## config.mk

```make
export PLATFORM = sky130hd
export DESIGN_NAME = tx_arbiter
export DESIGN_NICKNAME = d
export VERILOG_FILES = /design/src/rtl/tx_pkg.sv /design/src/rtl/tx_arb_grant.sv /design/src/rtl/tx_arbiter.sv
export SDC_FILE = /design/constraint.sdc
export NUM_CORES = 1
export LEC_CHECK = 0
export CORE_MARGIN = 2
export CORE_UTILIZATION = 52
export DETAILED_ROUTE_END_ITERATION = 7
export GPL_ROUTABILITY_DRIVEN = 0
export GPL_TIMING_DRIVEN = 0
export MAX_ROUTING_LAYER = met4
export PLACE_DENSITY = 0.95
export SYNTH_ARGS = -nofsm -noshare
export SYNTH_HDL_FRONTEND = slang
export SYNTH_SLANG_ARGS = --single-unit
```

## constraint.sdc

```tcl
create_clock -name clk -period 8.39 [get_ports clk]
set_input_delay 2.0975 -clock clk [delete_from_list [all_inputs] [get_ports clk]]
set_output_delay 2.0975 -clock clk [all_outputs]
set_load 0.1 [all_outputs]
```

## src/rtl/tx_pkg.sv

```systemverilog
// -----------------------------------------------------------------------------
// tx_pkg
// Shared definitions for the TX arbiter slice:
//   - LENGTH_DEF / DEPTH_DEF : default threshold/fill width and FIFO depth
//   - state_e                : arbiter FSM state encoding (visible on state_out)
//   - is_hold_state()        : states in which back-pressure is forced high
// -----------------------------------------------------------------------------
package tx_pkg;

    localparam int unsigned LENGTH_DEF = 8;
    localparam int unsigned DEPTH_DEF  = 8;

    typedef enum logic [2:0] {
        ST_RESET  = 3'd0,
        ST_INIT   = 3'd1,
        ST_IDLE   = 3'd2,
        ST_ACTIVE = 3'd3,
        ST_ERROR  = 3'd4
    } state_e;

    // RESET, INIT and ERROR pin Main_pause high regardless of occupancy.
    function automatic logic is_hold_state(input state_e st);
        logic hold;
        case (st)
            ST_RESET: hold = 1'b1;
            ST_INIT:  hold = 1'b1;
            ST_ERROR: hold = 1'b1;
            default:  hold = 1'b0;
        endcase
        return hold;
    endfunction

endpackage

```

## src/rtl/tx_arb_grant.sv

```systemverilog
// -----------------------------------------------------------------------------
// tx_arb_grant
// Picks at most one virtual channel out of the eligible set.
//   clk_i   : clock (rising edge), only used by the round-robin pointer
//   rst_n_i : asynchronous active-low reset
//   elig_i  : [0]=VC0 eligible, [1]=VC1 eligible (already destination-checked)
//   grant_o : one-hot grant, 2'b00 when nothing is eligible
// Build option: TX_ARB_ROUND_ROBIN_EN selects alternating priority; otherwise
// VC0 always wins over VC1.
// -----------------------------------------------------------------------------
module tx_arb_grant
    import tx_pkg::*;
(
    input  logic       clk_i,
    input  logic       rst_n_i,
    input  logic [1:0] elig_i,
    output logic [1:0] grant_o
);

`ifdef TX_ARB_ROUND_ROBIN_EN
    // last_q = 1 means VC1 was granted last, so VC0 has priority next.
    logic last_q;
    logic last_d;

    // Grant selection: when both are eligible, favour the one not served last.
    always_comb begin
        grant_o = 2'b00;
        last_d  = last_q;
        if (elig_i == 2'b11) begin
            if (last_q) begin
                grant_o = 2'b01;
            end else begin
                grant_o = 2'b10;
            end
        end else begin
            grant_o = elig_i;
        end
        if (grant_o != 2'b00) begin
            last_d = grant_o[1];
        end else begin
            last_d = last_q;
        end
    end

    // Round-robin pointer register, reset so that VC0 wins the first contest.
    always_ff @(posedge clk_i or negedge rst_n_i) begin
        if (!rst_n_i) begin
            last_q <= 1'b1;
        end else begin
            last_q <= last_d;
        end
    end
`else
    logic unused_s;
    assign unused_s = clk_i ^ rst_n_i;

    // Fixed priority: VC0 first, VC1 only when VC0 cannot go.
    always_comb begin
        grant_o = 2'b00;
        if (elig_i[0]) begin
            grant_o = 2'b01;
        end else if (elig_i[1]) begin
            grant_o = 2'b10;
        end else begin
            grant_o = 2'b00;
        end
    end
`endif

endmodule

```

## src/rtl/tx_arbiter.sv

```systemverilog
// -----------------------------------------------------------------------------
// tx_arbiter
// Moves words from two virtual-channel FIFOs (VC0/VC1) to two destination
// FIFOs (D0/D1), one pop per cycle, with almost-full back-pressure toward the
// source and main-FIFO overflow detection.
//
// Ports
//   clk, reset (async, active-low), init (load thresholds)
//   push, MF_full               : main FIFO write request / full flag
//   Umbral_MF_in/_VC_in/_D_in   : almost-full thresholds (LENGTH bits)
//   MF_fill, VC0/VC1/D0/D1_fill : FIFO occupancies (LENGTH bits)
//   VC0_dest, VC1_dest          : destination bit of each VC head word
//   pop_VC0, pop_VC1            : registered VC read strobes (never both high)
//   push_D0, push_D1            : registered destination write strobes
//   Main_pause                  : registered back-pressure to the source
//   idle, error_out, state_out  : status
//
// Build option: TX_ARB_ROUND_ROBIN_EN (round-robin VC priority in tx_arb_grant).
// -----------------------------------------------------------------------------
module tx_arbiter
    import tx_pkg::*;
#(
    parameter int unsigned LENGTH = LENGTH_DEF,
    parameter int unsigned DEPTH  = DEPTH_DEF
) (
    input  logic              clk,
    input  logic              reset,
    input  logic              init,
    input  logic              push,
    input  logic              MF_full,
    input  logic [LENGTH-1:0] Umbral_MF_in,
    input  logic [LENGTH-1:0] Umbral_VC_in,
    input  logic [LENGTH-1:0] Umbral_D_in,
    input  logic [LENGTH-1:0] MF_fill,
    input  logic [LENGTH-1:0] VC0_fill,
    input  logic [LENGTH-1:0] VC1_fill,
    input  logic [LENGTH-1:0] D0_fill,
    input  logic [LENGTH-1:0] D1_fill,
    input  logic              VC0_dest,
    input  logic              VC1_dest,
    output logic              pop_VC0,
    output logic              pop_VC1,
    output logic              push_D0,
    output logic              push_D1,
    output logic              Main_pause,
    output logic              idle,
    output logic              error_out,
    output logic [2:0]        state_out
);

    localparam logic [LENGTH:0] DEPTH_W = (LENGTH + 1)'(DEPTH);

    state_e            state_q, state_d;
    logic [LENGTH-1:0] u_mf_q, u_vc_q, u_d_q;
    logic [LENGTH-1:0] u_mf_d, u_vc_d, u_d_d;
    logic [1:0]        infl0_q, infl1_q, infl0_d, infl1_d;
    logic              pop0_q, pop1_q, pop0_d, pop1_d;
    logic              push0_q, push1_q, push0_d, push1_d;
    logic              dest_q, dest_d;
    logic              pause_q, pause_d;

    logic              overflow_s;
    logic              any_fill_s;
    logic              busy_s;
    logic              can_pop_s;
    logic              vc0_avail_s, vc1_avail_s;
    logic              d0_room_s, d1_room_s;
    logic              vc0_dest_ok_s, vc1_dest_ok_s;
    logic [1:0]        elig_s;
    logic [1:0]        grant_s;
    logic              inc0_s, inc1_s;

    // Overflow: a write into a main FIFO that is full (flag or fill at depth).
    always_comb begin
        overflow_s = push && (MF_full || ({1'b0, MF_fill} >= DEPTH_W));
        any_fill_s = (|MF_fill) || (|VC0_fill) || (|VC1_fill) || (|D0_fill) || (|D1_fill);
        busy_s     = (infl0_q != 2'd0) || (infl1_q != 2'd0) ||
                     pop0_q || pop1_q || push0_q || push1_q;
    end

    // FSM next-state: init has priority, ERROR is sticky until init.
    always_comb begin
        state_d = state_q;
        case (state_q)
            ST_RESET: begin
                state_d = ST_INIT;
            end
            ST_INIT: begin
                if (init) begin
                    state_d = ST_INIT;
                end else begin
                    state_d = ST_IDLE;
                end
            end
            ST_IDLE: begin
                if (init) begin
                    state_d = ST_INIT;
                end else if (overflow_s) begin
                    state_d = ST_ERROR;
                end else if (any_fill_s) begin
                    state_d = ST_ACTIVE;
                end else begin
                    state_d = ST_IDLE;
                end
            end
            ST_ACTIVE: begin
                if (init) begin
                    state_d = ST_INIT;
                end else if (overflow_s) begin
                    state_d = ST_ERROR;
                end else if (!any_fill_s && !busy_s) begin
                    state_d = ST_IDLE;
                end else begin
                    state_d = ST_ACTIVE;
                end
            end
            ST_ERROR: begin
                if (init) begin
                    state_d = ST_INIT;
                end else begin
                    state_d = ST_ERROR;
                end
            end
            default: begin
                state_d = ST_RESET;
            end
        endcase
    end

    // Eligibility: pops only while staying in ACTIVE, a VC needs more words
    // than it popped last cycle, and its destination needs room after counting
    // words already popped toward it (sum is LENGTH+1 bits so it cannot wrap).
    always_comb begin
        can_pop_s     = (state_q == ST_ACTIVE) && (state_d == ST_ACTIVE);
        vc0_avail_s   = VC0_fill > {{(LENGTH-1){1'b0}}, pop0_q};
        vc1_avail_s   = VC1_fill > {{(LENGTH-1){1'b0}}, pop1_q};
        d0_room_s     = ({1'b0, D0_fill} + {{(LENGTH-1){1'b0}}, infl0_q}) < {1'b0, u_d_q};
        d1_room_s     = ({1'b0, D1_fill} + {{(LENGTH-1){1'b0}}, infl1_q}) < {1'b0, u_d_q};
        if (VC0_dest) begin
            vc0_dest_ok_s = d1_room_s;
        end else begin
            vc0_dest_ok_s = d0_room_s;
        end
        if (VC1_dest) begin
            vc1_dest_ok_s = d1_room_s;
        end else begin
            vc1_dest_ok_s = d0_room_s;
        end
        elig_s = {can_pop_s && vc1_avail_s && vc1_dest_ok_s,
                  can_pop_s && vc0_avail_s && vc0_dest_ok_s};
    end

    tx_arb_grant u_grant (
        .clk_i   (clk),
        .rst_n_i (reset),
        .elig_i  (elig_s),
        .grant_o (grant_s)
    );

    // Datapath next values: pops, latched destination, one-cycle-late pushes,
    // in-flight counters, thresholds and back-pressure.
    always_comb begin
        pop0_d = grant_s[0];
        pop1_d = grant_s[1];
        if (grant_s[1]) begin
            dest_d = VC1_dest;
        end else begin
            dest_d = VC0_dest;
        end
        push0_d = (pop0_q || pop1_q) && !dest_q;
        push1_d = (pop0_q || pop1_q) && dest_q;

        // A pop adds to its destination's count; the push that completes it
        // removes it, so each counter stays within 0..2.
        inc0_s  = (pop0_d || pop1_d) && !dest_d;
        inc1_s  = (pop0_d || pop1_d) && dest_d;
        infl0_d = infl0_q + {1'b0, inc0_s} - {1'b0, push0_q};
        infl1_d = infl1_q + {1'b0, inc1_s} - {1'b0, push1_q};

        if (init) begin
            u_mf_d = Umbral_MF_in;
            u_vc_d = Umbral_VC_in;
            u_d_d  = Umbral_D_in;
        end else begin
            u_mf_d = u_mf_q;
            u_vc_d = u_vc_q;
            u_d_d  = u_d_q;
        end

        if (is_hold_state(state_d)) begin
            pause_d = 1'b1;
        end else begin
            pause_d = (MF_fill >= u_mf_q) || (VC0_fill >= u_vc_q) || (VC1_fill >= u_vc_q);
        end
    end

    // State, thresholds, counters and output registers.
    always_ff @(posedge clk or negedge reset) begin
        if (!reset) begin
            state_q <= ST_RESET;
            u_mf_q  <= '0;
            u_vc_q  <= '0;
            u_d_q   <= '0;
            infl0_q <= 2'd0;
            infl1_q <= 2'd0;
            pop0_q  <= 1'b0;
            pop1_q  <= 1'b0;
            push0_q <= 1'b0;
            push1_q <= 1'b0;
            dest_q  <= 1'b0;
            pause_q <= 1'b1;
        end else begin
            state_q <= state_d;
            u_mf_q  <= u_mf_d;
            u_vc_q  <= u_vc_d;
            u_d_q   <= u_d_d;
            infl0_q <= infl0_d;
            infl1_q <= infl1_d;
            pop0_q  <= pop0_d;
            pop1_q  <= pop1_d;
            push0_q <= push0_d;
            push1_q <= push1_d;
            dest_q  <= dest_d;
            pause_q <= pause_d;
        end
    end

    assign pop_VC0    = pop0_q;
    assign pop_VC1    = pop1_q;
    assign push_D0    = push0_q;
    assign push_D1    = push1_q;
    assign Main_pause = pause_q;
    assign idle       = (state_q == ST_IDLE);
    assign error_out  = (state_q == ST_ERROR);
    assign state_out  = state_q;

endmodule

```

==> metrics.txt, run 1 <==
Crit Path Class input pin to register; dominant cells by area after synthesis dfrtp_1 31%, ha_1 21%, o21ai_0 4.2%, nand2_1 4.1%, xnor2_1 4.0%; fraction of registers with async set/reset 100%; minimum clock period 5.78 ns; post-route setup TNS 0 ns; CP delay by family, top adder cells; setup bufs post-CTS 0; FMAX between 150 and 200 MHz; Site Rows 27; met3 routed WL 519 um; post-placement cell area 3750 um2; Critical Path Slowest Stage Cell clkdlybuf4s50_1; Max Slew Vio Count 0; DR vias/cell 5.89; Worst setup SP type input pin; uppermost routed layer met4; I/O pins between 80 and 90; global-route wire length before repair between 10000 and 15000 um; I/O Buffers 80; die width about 78 um; Slew headroom about a third; cts hold-fix bufs 0; worst-path cell chain clkdlybuf4s50_1 -> ha_1 -> fa_1 -> and2_2 -> nand4_1 -> xnor2_1 -> ha_1 -> a21oi_1 -> a21boi_0 -> a311oi_1 -> nand4_1 -> o211ai_1 -> a211o_1 -> ha_1 -> inv_1 -> ha_1 -> xnor2_1 -> xnor2_1; Seq/Total Area, Yosys roughly 32%; Sink Count 37; Max-Cap Viols 0; synthesis warning total 0; status completed; crit path buf inv count 2; Pre-antenna DRT Iters 4; antenna violations before repair 0; syn_nets roughly 430; RSZ-0062 raised after global routing false; M1 WL 3080 um; post-CTS resize count 0; DIE AREA 6110 um2; area leader, netlist dfrtp_1; Inserted Diodes 0; critical path required time 8.61 ns; Initial Util 53.0%; setup violators final 0; WP depth 18; Area growth syn-to-layout 34.5%; P_leak 1.75 nW; CTS tree yes; synthesized area around 2900 um2; Clock transition at path regs roughly 0.070 ns; Hold Fails Final Rpt 0; hold depth 1; Final period util between 60 and 70%; Worst-Margin Slew 0.974 ns; Core ar. 5410 um2; initial detailed-routing violation count 160; root buffer cell clkbuf_8; largest net degree at the start of global routing 38; crit-path max cell delay about 0.46 ns; area share of the largest cell type after synthesis a little under a third; H-tree Lvls 2; # DRC 0; CTS buffer count 5; CP Max Fanout 5; Peak supply drop around 0.094 mV; vias in the first global route 2820; total global routing overflow 0; register bit total from synthesis 37; Synth Instances slightly above 300; worst skew pair latency a little under 0.3 ns; post-layout power slightly above 0.6 mW; Syn Area/Cell 9.39 um2; Total GRT Usage 27.1%; WL met2 ~3800 um; Most used DFF post-synth dfrtp_1; EDFF count, synth 0; die height just under 80 um; Antenna Violating Nets Remaining 0; Post-DP HPWL 6110 um; drt wl/cell between 15 and 20 um; Crit. End Element register; number of distinct library cells after synthesis 47; share of layout cells above drive strength 1 5.85%; hold_ws approximately 0.42 ns; final cell area excluding filler cells 3850 um2; Nets 513; WL final 7620 um; vias after detailed routing ~2700; Final Skew 0.00450 ns; Reg2Reg Depth 17; Hold/Removal Path Class register to register; CP most frequent cell ha_1; CP arrival roughly 6.0 ns; clk buf depth 2; PD cells 161 nW/um2
## synthesized netlist by cell type, types with 3 or more instances
| master | count |
|---|---|
| nand2_1 | 31 |
| nor2_1 | 15 |
| nand2b_1 | 4 |
| xor2_1 | 3 |
| a21o_1 | 11 |
| a211o_1 | 3 |
| nand4_1 | 10 |
| nand3_1 | 12 |
| o211ai_1 | 3 |
| o21ai_0 | 24 |
| inv_1 | 27 |
| nor4_1 | 8 |
| clkbuf_1 | 5 |
| ha_1 | 48 |
| a21oi_1 | 6 |
| dfrtp_1 | 36 |
| mux2_2 | 4 |
| nor3_1 | 5 |
| xnor2_1 | 13 |
## placed cells by master (no fill, tap or decap), types with 2 or more instances in the layout
master           netlist  final
and3_1                 2      2
dfrtp_1               36     36
nor2b_1                2      2
a31oi_1                2      2
nor3_1                 5      5
clkbuf_1               5      5
inv_1                 27     27
clkdlybuf4s50_1        0     79
a21o_1                11     11
clkbuf_8               0      7
or4_4                  2      2
o211ai_1               3      3
fa_1                   2      2
a311oi_1               2      2
nand4_1               10     10
a21oi_1                6      6
nor4_1                 8      8
nor2_1                15     15
o21ai_0               24     24
xor2_1                 3      3
nand3_1               12     12
nand2b_1               4      4
o31ai_1                2      2
a21boi_0               2      2
xnor2_1               13     13
nand2_1               31     31
ha_1                  48     48
a211o_1                3      3
nor3b_1                2      2
mux2_2                 4      4
## power by group
group	switching, mW	leakage (nW)	total, mW	internal (mW)
registers	0.0220	0.453	0.224	0.202
clock network	0.0643	0.0542	0.139	0.0742
logic	0.139	1.25	0.255	0.117
total	0.225	1.75	0.618	0.393
## logic make-up (layout without fill, tap and decap cells)
| logic type | after synthesis | count (layout) | share of synthesized area, % |
|---|---|---|---|
| adder cells (fa/ha/maj) | 50 | 50 | 22.4 |
| buffers and inverters | 32 | 120 | 4.20 |
| AO/OA/AOI/OAI | 64 | 64 | 15.6 |
| XOR/XNOR | 16 | 16 | 4.90 |
| multiplexers | 4 | 4 | 1.57 |
| AND/OR/NAND/NOR | 102 | 102 | 19.0 |
| flip-flops | 37 | 37 | 32.4 |
## final timing paths
kind,endpoint,from,slack [ns]
worst min-delay path,push_D0$_DFF_PN0_,dest_q$_DFF_PN0_,0.42
worst max register to register,infl1_q[1]$_DFF_PN0_,infl1_q[0]$_DFF_PN0_,4.50
min in group asynchronous,u_mf_q[5]$_DFFE_PN0P_,reset,1.89
worst min register to register,push_D0$_DFF_PN0_,dest_q$_DFF_PN0_,0.42
worst max-delay path,infl1_q[1]$_DFF_PN0_,D1_fill[0],2.61
max in group asynchronous,u_vc_q[1]$_DFFE_PN0P_,reset,5.98
## cell type report
class	instances	area [um2]
Timing Repair Buffer	80	796
Tap cell	72	90.1
Clock inverter	1	5.00
Multi-Input combinational cell	236	1820
Buffer	5	18.8
Clock buffer	7	96.3
Fill cell	402	1560
Sequential cell	37	927
Inverter	27	101
## layer usage
metal / track usage [%] / vias up
met5: - / -
met4: 10.2 / 0
met3: 3.68 / 17
met2: 48.4 / 112
met1: 31.1 / 1321
li1: - / 1287
## sequential cells by signal, indices dropped and copies added, names as in the netlist
name,flops
Main_pause,1
dest_q,1
infl0_q,2
infl1_q,2
pop_VC0,1
pop_VC1,1
push_D0,1
push_D1,1
state_out,3
u_d_q,8
u_mf_q,8
u_vc_q,8
## stage by stage
stage	setup WS, ns	std cells	util, %
after floorplan	2.96	305	-
after global placement	2.49	457	69.4
after detailed placement	2.36	457	69.4
after CTS	2.65	465	71.2
after global routing	2.34	465	71.2
final	2.61	465	71.2
(Power assumes the default switching activity.)
==> run 2, diff against run 1 <==
--- a/config.mk
+++ b/config.mk
@@ -6,12 +6,12 @@
 export NUM_CORES = 1
 export LEC_CHECK = 0
 export CORE_MARGIN = 2
-export CORE_UTILIZATION = 52
+export CORE_UTILIZATION = 49
 export DETAILED_ROUTE_END_ITERATION = 7
 export GPL_ROUTABILITY_DRIVEN = 0
 export GPL_TIMING_DRIVEN = 0
 export MAX_ROUTING_LAYER = met4
-export PLACE_DENSITY = 0.95
+export PLACE_DENSITY = 0.93
 export SYNTH_ARGS = -nofsm -noshare
 export SYNTH_HDL_FRONTEND = slang
 export SYNTH_SLANG_ARGS = --single-unit
==> constraint.sdc (replaced) <==
create_clock -name clk -period 5.6 [get_ports clk]
set_input_delay 1.4 -clock clk [delete_from_list [all_inputs] [get_ports clk]]
set_output_delay 1.4 -clock clk [all_outputs]
set_load 0.1 [all_outputs]
==> run 2 against run 1 <==
Against the previous run:
- critical path depth unchanged
- final cell count is the same
- register-to-register slack lost 2.8 ns
- global-route usage fell by 1.6 points
==> metrics.txt, run 2 (same netlist as run 1, synthesis figures left out) <==
Total GRT Usage between 20 and 30%; setup violators final 0; Post-DP HPWL ~6100 um; root buffer cell clkbuf_8; Clock transition at path regs 0.07 ns; Max Slew Vio Count 0; vias after detailed routing 2671; initial detailed-routing violation count roughly 110; Crit. End Element register; Area growth syn-to-layout 33.8%; Worst setup SP type input pin; most common cell after layout, fill and taps aside clkdlybuf4s50_1; Final Skew 0.00880 ns; most frequent cells in the layout 79 x clkdlybuf4s50_1, 48 x ha_1, 36 x dfrtp_1, 31 x nand2_1, 27 x inv_1; global route hottest layer met2; Worst-Margin Slew 0.995 ns; crit-path max cell delay 0.47 ns; post-CTS resize count 0; Pre-antenna DRT Iters 4; Slew headroom 33.5%; Inserted Diodes 0; CP most frequent cell ha_1; Antenna Violating Nets Remaining 0; CP arrival 5.29 ns; PD cells roughly 240 nW/um2; RSZ-0062 raised after global routing false; # DRC 0; WL final ~7600 um; final core occ 68.7%; M2 GR Usage 44.1%; H-tree Lvls 2; global-route wire length before repair ~13000 um; Site Rows 27; Initial Util between 50% and 60%; critical path required time a little under 6 ns; setup bufs post-CTS 0; Final period util 90.8%; Nets 513; Crit Path Class input pin to register; clk buf depth 2; largest net degree at the start of global routing 38; antenna violations before repair 0; CTS buffer count 5; biggest regs u_d_q (8), u_mf_q (8), u_vc_q (8); FMAX about 200 MHz; post-placement cell area around 3700 um2; I/O Buffers 80; CP delay by family, top adder cells; minimum clock period 5.08 ns; Sink Count 37; crit path buf inv count 2; Peak supply drop 0.209 mV; DR vias/cell 5.74; hold_ws 0.410 ns; post-route setup TNS 0 ns; met1 usage 31.1%; Max-Cap Viols 0; worst-path cell chain clkdlybuf4s50_1 -> ha_1 -> fa_1 -> and2_2 -> nand4_1 -> xnor2_1 -> ha_1 -> a21oi_1 -> a21boi_0 -> a311oi_1 -> nand4_1 -> o211ai_1 -> a211o_1 -> ha_1 -> inv_1 -> ha_1 -> xnor2_1 -> xnor2_1; die height 80.4 um; worst skew pair latency 0.29 ns; DIE AREA 6470 um2; Hold Fails Final Rpt 0; cts hold-fix bufs 0; Hold/Removal Path Class register to register; post-layout power 0.902 mW; drt wl/cell 16.4 um; met3 usage between 3 and 4%; P_leak 1.74 nW; status completed; total global routing overflow 0; Core ar. 5570 um2; vias in the first global route 2758; I/O pins 81; final cell area excluding filler cells 3830 um2; die width 80.4 um; CTS tree yes; share of layout cells above drive strength 1 5.34%; CP Max Fanout 5; Critical Path Slowest Stage Cell clkdlybuf4s50_1
-- run 2: worst reg2reg max path: cells and delay by family (launching register included) --
| kind | cells | cell delay [ns] |
|---|---|---|
| fa+ha+maj | 5 | 1.29 |
| compound gates | 5 | 1.01 |
| xor+xnor | 3 | 0.41 |
| simple gates | 3 | 0.63 |
| flops | 1 | 0.41 |
| buf+inv | 1 | 0.06 |
-- run 2: per-stage QoR --
stage	setup WS, ns	instances
3_5_place_dp	0.241	457
5_1_grt	0.289	465
3_3_place_gp	0.424	457
2_1_floorplan	0.870	305
4_1_cts	0.544	465
6_report	0.517	465
-- run 2: cell type report --
cell class	instances	area (um2)
clock inverter	1	5.00
tap	72	90.1
timing repair buffer	80	796
inverter	27	101
fill	444	1740
buffer	5	18.8
sequential	37	927
clock buffer	7	76.3
multi-input combinational	236	1820
-- run 2: final timing paths --
path                                 startpoint  slack [ns]                     to  depth (start not counted)
max                                  D1_fill[0]        0.52   infl1_q[1]$_DFF_PN0_                         18
min                            dest_q$_DFF_PN0_        0.41      push_D0$_DFF_PN0_                          1
max reg2reg                infl1_q[0]$_DFF_PN0_        1.73   infl1_q[1]$_DFF_PN0_                         17
min reg2reg                    dest_q$_DFF_PN0_        0.41      push_D0$_DFF_PN0_                          1
max in group asynchronous                 reset        3.87  u_mf_q[1]$_DFFE_PN0P_                          1
min in group asynchronous                 reset        1.21  u_mf_q[5]$_DFFE_PN0P_                          1
-- run 2: power breakdown --
group / internal, mW / switching [mW]
registers: 0.303 / 0.0327
clock network: 0.0873 / 0.0926
logic: 0.177 / 0.209
total: 0.567 / 0.335
-- run 2: metal layers --
metal | vias to the layer above | wire (um)
li1 | 1284 | -
met4 | 0 | 88
met1 | 1284 | 3260
met2 | 96 | 3810
met3 | 7 | 472
met5 | - | 0
==> RTL edit (config.mk and constraints of run 1) <==
The option `TX_ARB_ROUND_ROBIN_EN` is turned on by a define.
--- a/src/rtl/tx_arb_grant.sv
+++ b/src/rtl/tx_arb_grant.sv
@@ -9,4 +9,6 @@
 // VC0 always wins over VC1.
 // -----------------------------------------------------------------------------
+`define TX_ARB_ROUND_ROBIN_EN
+
 module tx_arb_grant
     import tx_pkg::*;
Behaviour: not the same (Yosys sat finds a counterexample within 10 cycles, from zero or initial values and one cycle with reset low).
==> RTL edit against run 1 <==
Wire length down 2.3%; setup slack gained 200 ps; sequential cell count grew 1; largest power group unchanged; die area up 0.29%; area after synthesis rose by 0.31%; critical endpoint is now infl0_q[1]$_DFF_PN0_; critical path type unchanged; final area is essentially flat; total power grew 1.1%.
==> RTL edit: results (changes against run 1) <==
| Metric | Value |
|---|---|
| Detail Placement HPWL | 5980 µm (was 6110 µm) |
| R2r worst-path depth | 16 (was 17) |
| Multiplexer share of the synthesized area | 0.0153 (was 0.0157) |
| CP max FO | 3 (was 5) |
| Hold WS | 424 ps (was 423 ps) |
| Worst-Skew Late Latency | 290 ps (about the same) |
| Ys async rst share | 1.00 (unchanged) |
| Worst Skew | 11.6 ps (was 4.50 ps) |
| Synth Area in XOR/XNOR | 0.0488 (was 0.0490) |
| Post-synthesis sequential area ratio | 0.332 (was 0.324) |
| Vias in the first global route | 2,824 (was 2,820) |
| FF-to-FF Start | infl0_q[1]$_DFF_PN0_ (was infl1_q[0]$_DFF_PN0_) |
| Flop-to-flop setup slack | 4680 ps (was 4500 ps) |
| Max incr delay on CP | 490 ps (was 460 ps) |
| Switching pwr | 0.000229 W (was 0.000225 W) |
| First-pass GRT wire length | 12,500 µm (was 12,800 µm) |
| M1 GR Usage | 0.313 (was 0.311) |
| Compound-Gate Fraction of Synth Area | 0.145 (was 0.156) |
| Status | finished clean (unchanged) |
| GRT Util Overall | 0.267 (was 0.271) |
| Largest net degree at the start of global routing | 39 (was 38) |
| Capture point of the worst path | infl0_q[1]$_DFF_PN0_ (was infl1_q[1]$_DFF_PN0_) |
| Uppermost layer routed | met4 (unchanged) |
| Number of H-tree levels | 2 (unchanged) |
| Metal2 WL | 3640 µm (was 3830 µm) |
| CTS max path bufs | 2 (unchanged) |
| Resized cells post-CTS | 0 (unchanged) |
| Post-DP Area | 0.00376 mm² (was 0.00375 mm²) |
| Crit. Startpoint | D0_fill[1] (was D1_fill[0]) |
| WP data arrival | 5800 ps (was 6000 ps) |
| Worst hold-check path type | flip-flop to flip-flop (unchanged) |
| Nets | 514 (was 513) |
| Drt first-iter violations | 158 (was 160) |
| Critical path's top delay family | compound AO/OA/AOI/OAI gates (was adder cells) |
| Via density per instance | 5.87 (was 5.89) |
| Top cells by area, synth | dfrtp_1, ha_1, xnor2_1 (was dfrtp_1, ha_1, o21ai_0) |
| Layout cells sized above 1 | 0.0482 (was 0.0585) |
| Leakage | 1.72 nW (was 1.75 nW) |
| Met3 wire len | 455 µm (was 519 µm) |
| GR Util met3 | 0.0460 (was 0.0368) |
| Slew HR | 0.346 (was 0.349) |
| M2 GR Usage | 0.439 (was 0.484) |
| M1 WL | 3000 µm (was 3080 µm) |
| Synth Area in Adders | 0.223 (was 0.224) |
| Min-Delay Endpoint | push_D0$_DFF_PN0_ (unchanged) |
| Cell variety after synth | 43 (was 47) |
| Synthesized Nets | 427 (was 426) |
| Total wire length | 7440 µm (was 7620 µm) |
| Root Buffer | clkbuf_8 (unchanged) |
| Max VDD drop | 106 µV (was 93.6 µV) |
| Post-synth top cells | ha_1, dfrtp_1, nand2_1 (unchanged) |
RTL edit: metrics by stage:
step / worst slack (ps) / std cells
2_1_floorplan: 3350 / 306
3_3_place_gp: 2630 / 458
3_5_place_dp: 2510 / 458
4_1_cts: 2800 / 466
5_1_grt: 2610 / 466
6_report: 2810 / 466
RTL edit: final cells by class:
| class | count | area, µm² |
|---|---|---|
| sequential | 38 | 953 |
| inverter | 28 | 105 |
| timing repair buffer | 80 | 796 |
| buffer | 5 | 18.8 |
| tap | 72 | 90.1 |
| fill | 385 | 1550 |
| clock inverter | 2 | 12.5 |
| multi-input combinational | 235 | 1790 |
| clock buffer | 6 | 82.6 |
RTL edit: power groups by stage:
stage / logic, W / clock network [W] / registers (W)
floorplan: 0.000141 / 0 / 0.000253
global placement: 0.000237 / 0 / 0.000236
detailed placement: 0.000255 / 0 / 0.000237
CTS: 0.000259 / 0.000133 / 0.000233
global route: 0.000287 / 0.000142 / 0.000237
finish: 0.000261 / 0.000131 / 0.000234
